`src/rtl/mem_arbiter_if.sv`:
```
// Bus bundle between two requesters, the shared RAM and the arbiter.
// Request/response: a requester raises mX_valid with addr/wdata/wstrb; the arbiter
// samples it only while idle and answers with a single-cycle mX_ready pulse.
// mX_rdata is meaningful while mX_ready is high. There is no back-pressure.
interface mem_arbiter_if #(parameter int ADDR_W = 14);
    logic              m0_valid;
    logic [31:0]       m0_addr;
    logic [31:0]       m0_wdata;
    logic [3:0]        m0_wstrb;
    logic              m0_ready;
    logic [31:0]       m0_rdata;

    logic              m1_valid;
    logic [31:0]       m1_addr;
    logic [31:0]       m1_wdata;
    logic [3:0]        m1_wstrb;
    logic              m1_ready;
    logic [31:0]       m1_rdata;

    logic              ram_en;
    logic [3:0]        ram_we;
    logic [ADDR_W-1:0] ram_addr;
    logic [31:0]       ram_wdata;
    logic [31:0]       ram_rdata;

    logic [1:0]        grant;
    logic              err;

    modport slave (
        input  m0_valid, m0_addr, m0_wdata, m0_wstrb,
        input  m1_valid, m1_addr, m1_wdata, m1_wstrb,
        input  ram_rdata,
        output m0_ready, m0_rdata, m1_ready, m1_rdata,
        output ram_en, ram_we, ram_addr, ram_wdata,
        output grant, err
    );

    modport master (
        output m0_valid, m0_addr, m0_wdata, m0_wstrb,
        output m1_valid, m1_addr, m1_wdata, m1_wstrb,
        output ram_rdata,
        input  m0_ready, m0_rdata, m1_ready, m1_rdata,
        input  ram_en, ram_we, ram_addr, ram_wdata,
        input  grant, err
    );
endinterface

```
`src/rtl/mem_arbiter.sv`:
```
// Two-requester arbiter in front of a single-port synchronous RAM (IDLE -> ACCESS -> RESP).
// Define MEM_ARBITER_FIXED_PRIO_EN for fixed priority to requester 0; default is round-robin.
module mem_arbiter #(
    parameter int ADDR_W = 14
) (
    input  logic           clk,
    input  logic           resetn,
    mem_arbiter_if.slave   bus,
    output logic [1:0]     dbg_state
);

    typedef enum logic [1:0] {
        IDLE   = 2'd0,
        ACCESS = 2'd1,
        RESP   = 2'd2
    } state_t;

    state_t            state_q, state_d;
    logic              win_q, win_d;
    logic              last_q, last_d;
    logic [ADDR_W-1:0] addr_q, addr_d;
    logic [31:0]       wdata_q, wdata_d;
    logic [3:0]        wstrb_q, wstrb_d;
    logic              oor_q, oor_d;
    logic [31:0]       m0_rdata_q, m0_rdata_d;
    logic [31:0]       m1_rdata_q, m1_rdata_d;

    logic              pick;
    logic [31:0]       sel_addr;
    logic [31:0]       resp_rdata;
    logic              is_read;
    logic              in_access;
    logic              in_resp;
    logic              unused_addr_lsbs;

    assign unused_addr_lsbs = ^{bus.m0_addr[1:0], bus.m1_addr[1:0]};

    always_comb begin
`ifdef MEM_ARBITER_FIXED_PRIO_EN
        pick = !bus.m0_valid;
`else
        // On a tie the requester not served last wins.
        pick = (bus.m0_valid && bus.m1_valid) ? !last_q : bus.m1_valid;
`endif
        sel_addr = pick ? bus.m1_addr : bus.m0_addr;
    end

    assign is_read    = (wstrb_q == 4'b0000);
    assign resp_rdata = oor_q ? 32'h0 : bus.ram_rdata;
    assign in_access  = (state_q == ACCESS);
    assign in_resp    = (state_q == RESP);

    always_comb begin
        state_d    = state_q;
        win_d      = win_q;
        last_d     = last_q;
        addr_d     = addr_q;
        wdata_d    = wdata_q;
        wstrb_d    = wstrb_q;
        oor_d      = oor_q;
        m0_rdata_d = m0_rdata_q;
        m1_rdata_d = m1_rdata_q;
        case (state_q)
            IDLE: begin
                if (bus.m0_valid || bus.m1_valid) begin
                    win_d   = pick;
                    last_d  = pick;
                    addr_d  = sel_addr[ADDR_W+1:2];
                    wdata_d = pick ? bus.m1_wdata : bus.m0_wdata;
                    wstrb_d = pick ? bus.m1_wstrb : bus.m0_wstrb;
                    oor_d   = |sel_addr[31:ADDR_W+2];
                    state_d = ACCESS;
                end
            end
            ACCESS: state_d = RESP;
            RESP: begin
                // Writes leave the requester's last read data untouched.
                if (is_read && !win_q) m0_rdata_d = resp_rdata;
                if (is_read && win_q)  m1_rdata_d = resp_rdata;
                state_d = IDLE;
            end
            default: state_d = IDLE;
        endcase
    end

    always_ff @(posedge clk or negedge resetn) begin
        if (!resetn) begin
            state_q    <= IDLE;
            win_q      <= 1'b0;
            last_q     <= 1'b1;
            addr_q     <= '0;
            wdata_q    <= 32'h0;
            wstrb_q    <= 4'b0000;
            oor_q      <= 1'b0;
            m0_rdata_q <= 32'h0;
            m1_rdata_q <= 32'h0;
        end else begin
            state_q    <= state_d;
            win_q      <= win_d;
            last_q     <= last_d;
            addr_q     <= addr_d;
            wdata_q    <= wdata_d;
            wstrb_q    <= wstrb_d;
            oor_q      <= oor_d;
            m0_rdata_q <= m0_rdata_d;
            m1_rdata_q <= m1_rdata_d;
        end
    end

    // Outputs decode from the state register so asynchronous reset clears them at once.
    assign bus.ram_en    = in_access && !oor_q;
    assign bus.ram_we    = (in_access && !oor_q) ? wstrb_q : 4'b0000;
    assign bus.ram_addr  = addr_q;
    assign bus.ram_wdata = wdata_q;

    assign bus.m0_ready  = in_resp && !win_q;
    assign bus.m1_ready  = in_resp && win_q;
    assign bus.m0_rdata  = (in_resp && !win_q && is_read) ? resp_rdata : m0_rdata_q;
    assign bus.m1_rdata  = (in_resp && win_q && is_read) ? resp_rdata : m1_rdata_q;

    assign bus.grant     = (state_q == IDLE) ? 2'b00 : (win_q ? 2'b10 : 2'b01);
    assign bus.err       = in_resp && oor_q;

    assign dbg_state     = state_q;

endmodule

```
`src/flat_wrapper.sv`:
```
// flat-port wrapper written by rule: the top's interface ports become plain ports
module mem_arbiter_flat 
#(
    parameter int ADDR_W = 14
)
  (clk, resetn, dbg_state, bus_m0_valid, bus_m0_addr, bus_m0_wdata, bus_m0_wstrb, bus_m1_valid, bus_m1_addr, bus_m1_wdata, bus_m1_wstrb, bus_ram_rdata, bus_m0_ready, bus_m0_rdata, bus_m1_ready, bus_m1_rdata, bus_ram_en, bus_ram_we, bus_ram_addr, bus_ram_wdata, bus_grant, bus_err);
  mem_arbiter_if #(.ADDR_W(ADDR_W)) bus_i ();
  input  logic clk;
  input  logic resetn;
  output logic [1:0] dbg_state;
  input wire logic [$bits(bus_i.m0_valid)-1:0] bus_m0_valid;
  input wire logic [$bits(bus_i.m0_addr)-1:0] bus_m0_addr;
  input wire logic [$bits(bus_i.m0_wdata)-1:0] bus_m0_wdata;
  input wire logic [$bits(bus_i.m0_wstrb)-1:0] bus_m0_wstrb;
  input wire logic [$bits(bus_i.m1_valid)-1:0] bus_m1_valid;
  input wire logic [$bits(bus_i.m1_addr)-1:0] bus_m1_addr;
  input wire logic [$bits(bus_i.m1_wdata)-1:0] bus_m1_wdata;
  input wire logic [$bits(bus_i.m1_wstrb)-1:0] bus_m1_wstrb;
  input wire logic [$bits(bus_i.ram_rdata)-1:0] bus_ram_rdata;
  output wire logic [$bits(bus_i.m0_ready)-1:0] bus_m0_ready;
  output wire logic [$bits(bus_i.m0_rdata)-1:0] bus_m0_rdata;
  output wire logic [$bits(bus_i.m1_ready)-1:0] bus_m1_ready;
  output wire logic [$bits(bus_i.m1_rdata)-1:0] bus_m1_rdata;
  output wire logic [$bits(bus_i.ram_en)-1:0] bus_ram_en;
  output wire logic [$bits(bus_i.ram_we)-1:0] bus_ram_we;
  output wire logic [$bits(bus_i.ram_addr)-1:0] bus_ram_addr;
  output wire logic [$bits(bus_i.ram_wdata)-1:0] bus_ram_wdata;
  output wire logic [$bits(bus_i.grant)-1:0] bus_grant;
  output wire logic [$bits(bus_i.err)-1:0] bus_err;
  assign bus_i.m0_valid = bus_m0_valid;
  assign bus_i.m0_addr = bus_m0_addr;
  assign bus_i.m0_wdata = bus_m0_wdata;
  assign bus_i.m0_wstrb = bus_m0_wstrb;
  assign bus_i.m1_valid = bus_m1_valid;
  assign bus_i.m1_addr = bus_m1_addr;
  assign bus_i.m1_wdata = bus_m1_wdata;
  assign bus_i.m1_wstrb = bus_m1_wstrb;
  assign bus_i.ram_rdata = bus_ram_rdata;
  assign bus_m0_ready = bus_i.m0_ready;
  assign bus_m0_rdata = bus_i.m0_rdata;
  assign bus_m1_ready = bus_i.m1_ready;
  assign bus_m1_rdata = bus_i.m1_rdata;
  assign bus_ram_en = bus_i.ram_en;
  assign bus_ram_we = bus_i.ram_we;
  assign bus_ram_addr = bus_i.ram_addr;
  assign bus_ram_wdata = bus_i.ram_wdata;
  assign bus_grant = bus_i.grant;
  assign bus_err = bus_i.err;
  mem_arbiter #(.ADDR_W(ADDR_W)) u_core (.clk(clk), .resetn(resetn), .bus(bus_i), .dbg_state(dbg_state));
endmodule
```
`config.mk`:
```
export PLATFORM = sky130hd
export DESIGN_NAME = mem_arbiter_flat
export DESIGN_NICKNAME = d
export VERILOG_FILES = /design/src/rtl/mem_arbiter_if.sv /design/src/rtl/mem_arbiter.sv /design/src/flat_wrapper.sv
export SDC_FILE = /design/constraint.sdc
export NUM_CORES = 1
export LEC_CHECK = 0
export BUFFER_PORTS_ARGS = -buffer_cell sky130_fd_sc_hd__buf_2
export CORE_MARGIN = 5
export CORE_UTILIZATION = 47
export DETAILED_ROUTE_END_ITERATION = 12
export PLACE_DENSITY = 0.93
export SLEW_MARGIN = 10
export SYNTH_ARGS = -nofsm -noshare
export SYNTH_HDL_FRONTEND = slang
export SYNTH_SLANG_ARGS = --single-unit
```
`constraint.sdc`:
```
create_clock -name clk -period 2.5 [get_ports clk]
set_input_delay 0.5 -clock clk [delete_from_list [all_inputs] [get_ports clk]]
set_output_delay 0.5 -clock clk [all_outputs]
set_load 0.1 [all_outputs]
```
Yosys cells after proc, flatten, opt, wreduce, memory -nomap -nowiden
Cells that the tools add are included.
W data, S select, Z words.
- flip-flop bits (word level): 119
- output and inout port bits: 122
- input bits: 172
- word-level logic and storage cells: 43
- reductions and logical operators: 19
- equal/unequal tests: 3
- mux-type cells: 12
- operators by type and width (operator ; number):
    $mux W32 ; 5
    $reduce_or A16 Y1 ; 1
    $logic_and A1 B1 Y1 ; 9
    $mux W4 ; 2
    $mux W2 ; 3
    $reduce_and A2 Y1 ; 3
    $logic_not A4 Y1 ; 1
    $pmux W2 S2 ; 1
    $logic_not A1 Y1 ; 3
    $eq A2 B1 Y1 const B ; 1
    $eq A2 B2 Y1 const B ; 1
    $logic_not A2 Y1 ; 1
    $ne A2 B1 Y1 const B ; 1
    $logic_or A1 B1 Y1 ; 1
    $mux W1 ; 1

Longest topological paths before layout
- depth in word-level cells: 4
- depth in mapped cells: 6
- gate-level depth less buffers: 5

Worst setup path before layout
OpenSTA, ideal clock, no wires.
- path kind: register -> output
- from: register u_core.state_q[0] (netlist: u_core.dbg_state[0])
- to: output port bus_ram_we[0]
- stages on the path, launching flop included: 4
- path slack: -1535 ps
- buffers on the path: 0
- arrival: 3535 ps
- path through: dfrtp_1 > nor2b_1 > nor2b_1 > and2_1
- word-level cells in the longest chain between the ends: 3
- ends and longest elaborated chain (element ; RTL line ; RTL):
    start: declaration ; mem_arbiter.sv:18 ; state_t state_q, state_d;
    start signal: assignment ; mem_arbiter.sv:98 ; state_q <= state_d;
    $eq A2 B1 Y1 ; mem_arbiter.sv:50 ; assign in_access = (state_q == ACCESS);
    $logic_and A1 B1 Y1 ; - ;
    named net bus_ram_en ; flat_wrapper.sv:24 ; output wire logic [$bits(bus_i.ram_en)-1:0] bus_ram_en;
    $mux W4 ; mem_arbiter.sv:112 ; assign bus.ram_we = (in_access && !oor_q) ? wstrb_q : 4'b0000;
    end: declaration ; flat_wrapper.sv:25 ; output wire logic [$bits(bus_i.ram_we)-1:0] bus_ram_we;
The timed path passes the listed nets, and every way through them passes these cells.

Worst setup path after layout
- from: register u_core.wstrb_q[1]
- to: output port bus_m0_rdata[25]
- word-level cells in the longest chain between the ends: 3
- ends and longest elaborated chain (element ; RTL line ; RTL):
    start: declaration ; mem_arbiter.sv:23 ; logic [3:0] wstrb_q, wstrb_d;
    start signal: assignment ; mem_arbiter.sv:103 ; wstrb_q <= wstrb_d;
    $logic_not A4 Y1 ; mem_arbiter.sv:48 ; assign is_read = (wstrb_q == 4'b0000);
    $logic_and A1 B1 Y1 ; mem_arbiter.sv:118 ; assign bus.m0_rdata = (in_resp && !win_q && is_read) ? resp_rdata : m0_rdata_q;
    $mux W32 ; mem_arbiter.sv:118 ;
    end: declaration ; flat_wrapper.sv:21 ; output wire logic [$bits(bus_i.m0_rdata)-1:0] bus_m0_rdata;
No other way between the ends.

==> metrics.md <==
| Metric | Value |
|---|---|
| Count of pins over their slew limit | `0` |
| Final hold vios | `0` |
| Finished Core Util | `0.742` |
| CP startpoint | `u_core.wstrb_q[1]` |
| Root Buffer | `clkbuf_16` |
| Failing checks | `negative setup slack` |
| Die Height | `around 120 um` |
| Clock transition at path regs | `about 50 ps` |
| Placed cells | `951` |
| Die area | `0.0151 mm^2` |
| Hold_ws | `~62 ps` |
| Comb pwr share | `0.622` |
| Hold_buf cts | `0` |
| Outcome | `finished with violations` |
| Routability cong. | `roughly 0.8` |
| Area contributors post-synth | `dfrtp_1 49%, mux2_2 13%, mux2_1 11%` |
| Minimum clock period | `~2700 ps` |
| Buf/Inv on CP | `2` |
| Layout area overhead | `55.7%` |
| Crit path max-delay family | `simple AND/OR/NAND/NOR gates` |
| R2R setup slack | `370 ps` |
| Adder-Cell Fraction of Synth Area | `0` |
| CP Max Fanout | `10` |
| Final net count | `987` |
| Peak per-stage delay on the critical path | `about 440 ps` |
| Post-synthesis cell area | `0.00599 mm^2` |
| Total gr overflow | `0` |
| Via count | `roughly 5200` |
| Final Cell Area | `0.00933 mm^2` |
| DR WL/cell | `a little under 20 um` |
| Final wirelength | `~20 mm` |
| Clk_lat worst skew | `400 ps` |
| RR Endpoint | `u_core.m0_rdata_q[31]` |
| Core area | `about 0.013 mm^2` |
| Number of global-route vias before repair | `5673` |
| PD cells | `1520 mW/mm^2` |
| DRT Pass-1 Iters | `4` |
| # port buffers | `289` |
| Synthesized flop and latch total | `approximately 120` |
| Net Sw Frac | `0.546` |
| Top-level I/O count | `294` |
| Clock skew | `7.21 ps` |
| Sw Pwr | `between 7000 and 8000 uW` |
| Fmax | `0.364 GHz` |
| Area leader, netlist | `dfrtp_1` |
| Worst Path Required | `2000 ps` |
| TritonCTS clock tree | `done` |
| Rows | `between 40 and 50` |
| Synth Instances | `499` |
| Worst hold path type | `in -> async` |
| RR Startpoint | `u_core.wstrb_q[1]` |
| Post-Syn Nets | `671` |
| Share of cells above drive strength 1 | `0.572` |
| DIE WIDTH | `around 120 um` |
| Largest net degree at the start of global routing | `51` |
| Global-route wire length before repair | `29.3 mm` |
| R2R depth | `6` |
| Largest family of logic cells by synthesized area | `multiplexers` |
| Period utilization | `1.10` |
| Synth cell types | `25` |
| Yosys warning total | `0` |
| Setup crit end kind | `primary output` |
| GRT Util Overall | `0.257` |
| Dpl hpwl | `13.4 mm` |
| Commonest cells after routing, fill and taps aside | `223 x buf_2, 115 x dfrtp_1, 93 x mux2_2` |
| Fin cells | `about 1000` |
| Post-synthesis compound-gate area fraction | `0.0476` |
| Initial antenna violation count | `1` |
| Crit path kind | `reg -> out` |
| P_int | `6450 uW` |
| Leak pwr | `0.00473 uW` |
| Sequential-to-total area share from yosys stat | `0.497` |
| Peak VDD IR | `0.996 mV` |
| Post-route ant nets | `0` |
| Final setup violation count | `64` |
| Post-synth top area share | `0.493` |
| Post-synthesis mux area share | `0.324` |
| DR vias/cell | `between 5 and 6` |
| Initial core utilization | `0.477` |
| 1st-iter DRT viols | `267` |
| Worst Path Arrival | `2250 ps` |
| Simple-gate portion of the synthesized area | `0.0944` |
| Worst-Margin Slew | `around 540 ps` |
| Clock sinks | `119` |
| Most common cell after layout, fill and taps aside | `buf_2` |
| Syn_area_per_cell | `roughly 12 um^2` |
| Post-DP Area | `0.00822 mm^2` |
| RSZ-0062 raised after global routing | `yes` |
| Power share of the clock group | `0.164` |
| H-tree levels | `4` |
| Ordered cell list for the critical path | `nor4_4 -> and3_4 -> buf_12 -> mux2_2 -> buf_6` |
| TritonCTS Buffers | `17` |
| Final setup margin | `-248 ps` |
| Pwr Total | `~14000 uW` |
| CTS Buffer Depth | `2` |
| Slowest CP cell | `dfrtp_2` |
| Slew Limit Headroom | `0.644` |
| # DRC | `0` |
| Crit path launch type | `flip-flop` |
| Max_cap viols | `0` |
| XOR/XNOR Fraction of Synth Area | `0` |
| Sequential share of power | `0.214` |
[logic make-up after synthesis]
kind of cell	after synthesis
AO/OA/AOI/OAI	56
buffers and inverters	35
flip-flops	119
multiplexers	178
AND/OR/NAND/NOR	111
[power by group through the flow]
stage	combinational, uW	sequential, uW	clock, uW
global placement	8590	2950	0
detailed placement	8700	3010	0
CTS	8850	3010	2370
floorplan	3630	5710	0
global route	9120	3110	2460
finish	8840	3030	2330
[cell usage after synthesis]
cell / instances
a21boi_0: 1
a21oi_1: 1
a31oi_1: 1
and2_1: 7
and3_1: 1
buf_2: 12
buf_4: 1
buf_8: 6
clkbuf_1: 14
dfrtp_1: 118
dfstp_2: 1
inv_1: 2
mux2_1: 60
mux2_2: 68
mux2i_1: 50
nand2_1: 51
nand3_2: 1
nand4_1: 2
nor2_1: 4
nor2b_1: 35
nor3_1: 1
nor4_1: 8
nor4_2: 1
o21ai_0: 52
o22ai_1: 1
[state kept, by name (all words and copies together) (netlist names)]
| register | cells |
|---|---|
| u_core.win_q | 1 |
| u_core.dbg_state | 2 |
| u_core.bus.ram_addr | 14 |
| u_core.bus.ram_wdata | 32 |
| u_core.m1_rdata_q | 32 |
| u_core.last_q | 1 |
| u_core.m0_rdata_q | 32 |
| u_core.oor_q | 1 |
| u_core.wstrb_q | 4 |
[layer usage]
metal,track usage,part of all wire
met1,0.282,0.36
met2,0.464,0.53
met3,0.0590,0.066
met4,0.126,0.038
met5,0,0
[worst max path at each step]
stage                            end  slack [ps]  cells after the start
floorplan              bus_ram_we[0]         -50                      3
global placement     bus_m0_rdata[9]          50                      5
global route        bus_m0_rdata[25]        -340                      5
finish              bus_m0_rdata[25]        -250                      5
detailed placement   bus_m0_rdata[2]           6                      5
CTS                 bus_m0_rdata[27]        -240                      5
[cell type report]
type / count / area (um^2)
clock buffer: 23 / 468
clock inverter: 9 / 100
antenna: 1 / 2.50
tap: 172 / 215
timing repair buffer: 330 / 2670
inverter: 2 / 7.51
multi-input combinational: 345 / 2880
fill: 769 / 3240
sequential: 119 / 2990
[through the flow]
step           TNS, ps  setup WS, ps
2_1_floorplan     -219         -54.8
3_3_place_gp         0          50.8
3_5_place_dp         0          6.15
4_1_cts         -13280          -242
5_1_grt         -18610          -338
6_report        -12160          -248
[repair_timing]
item / CTS / global route
resized for setup: 85 / 12
setup endpoints to repair: 64 / 64
pin swaps: 2 / 2
endpoints found under the hold margin: 0 / 0
buffers inserted: 11 / 3
gates cloned: 5 / 1
Note: power is estimated with default switching activity, not from simulation.
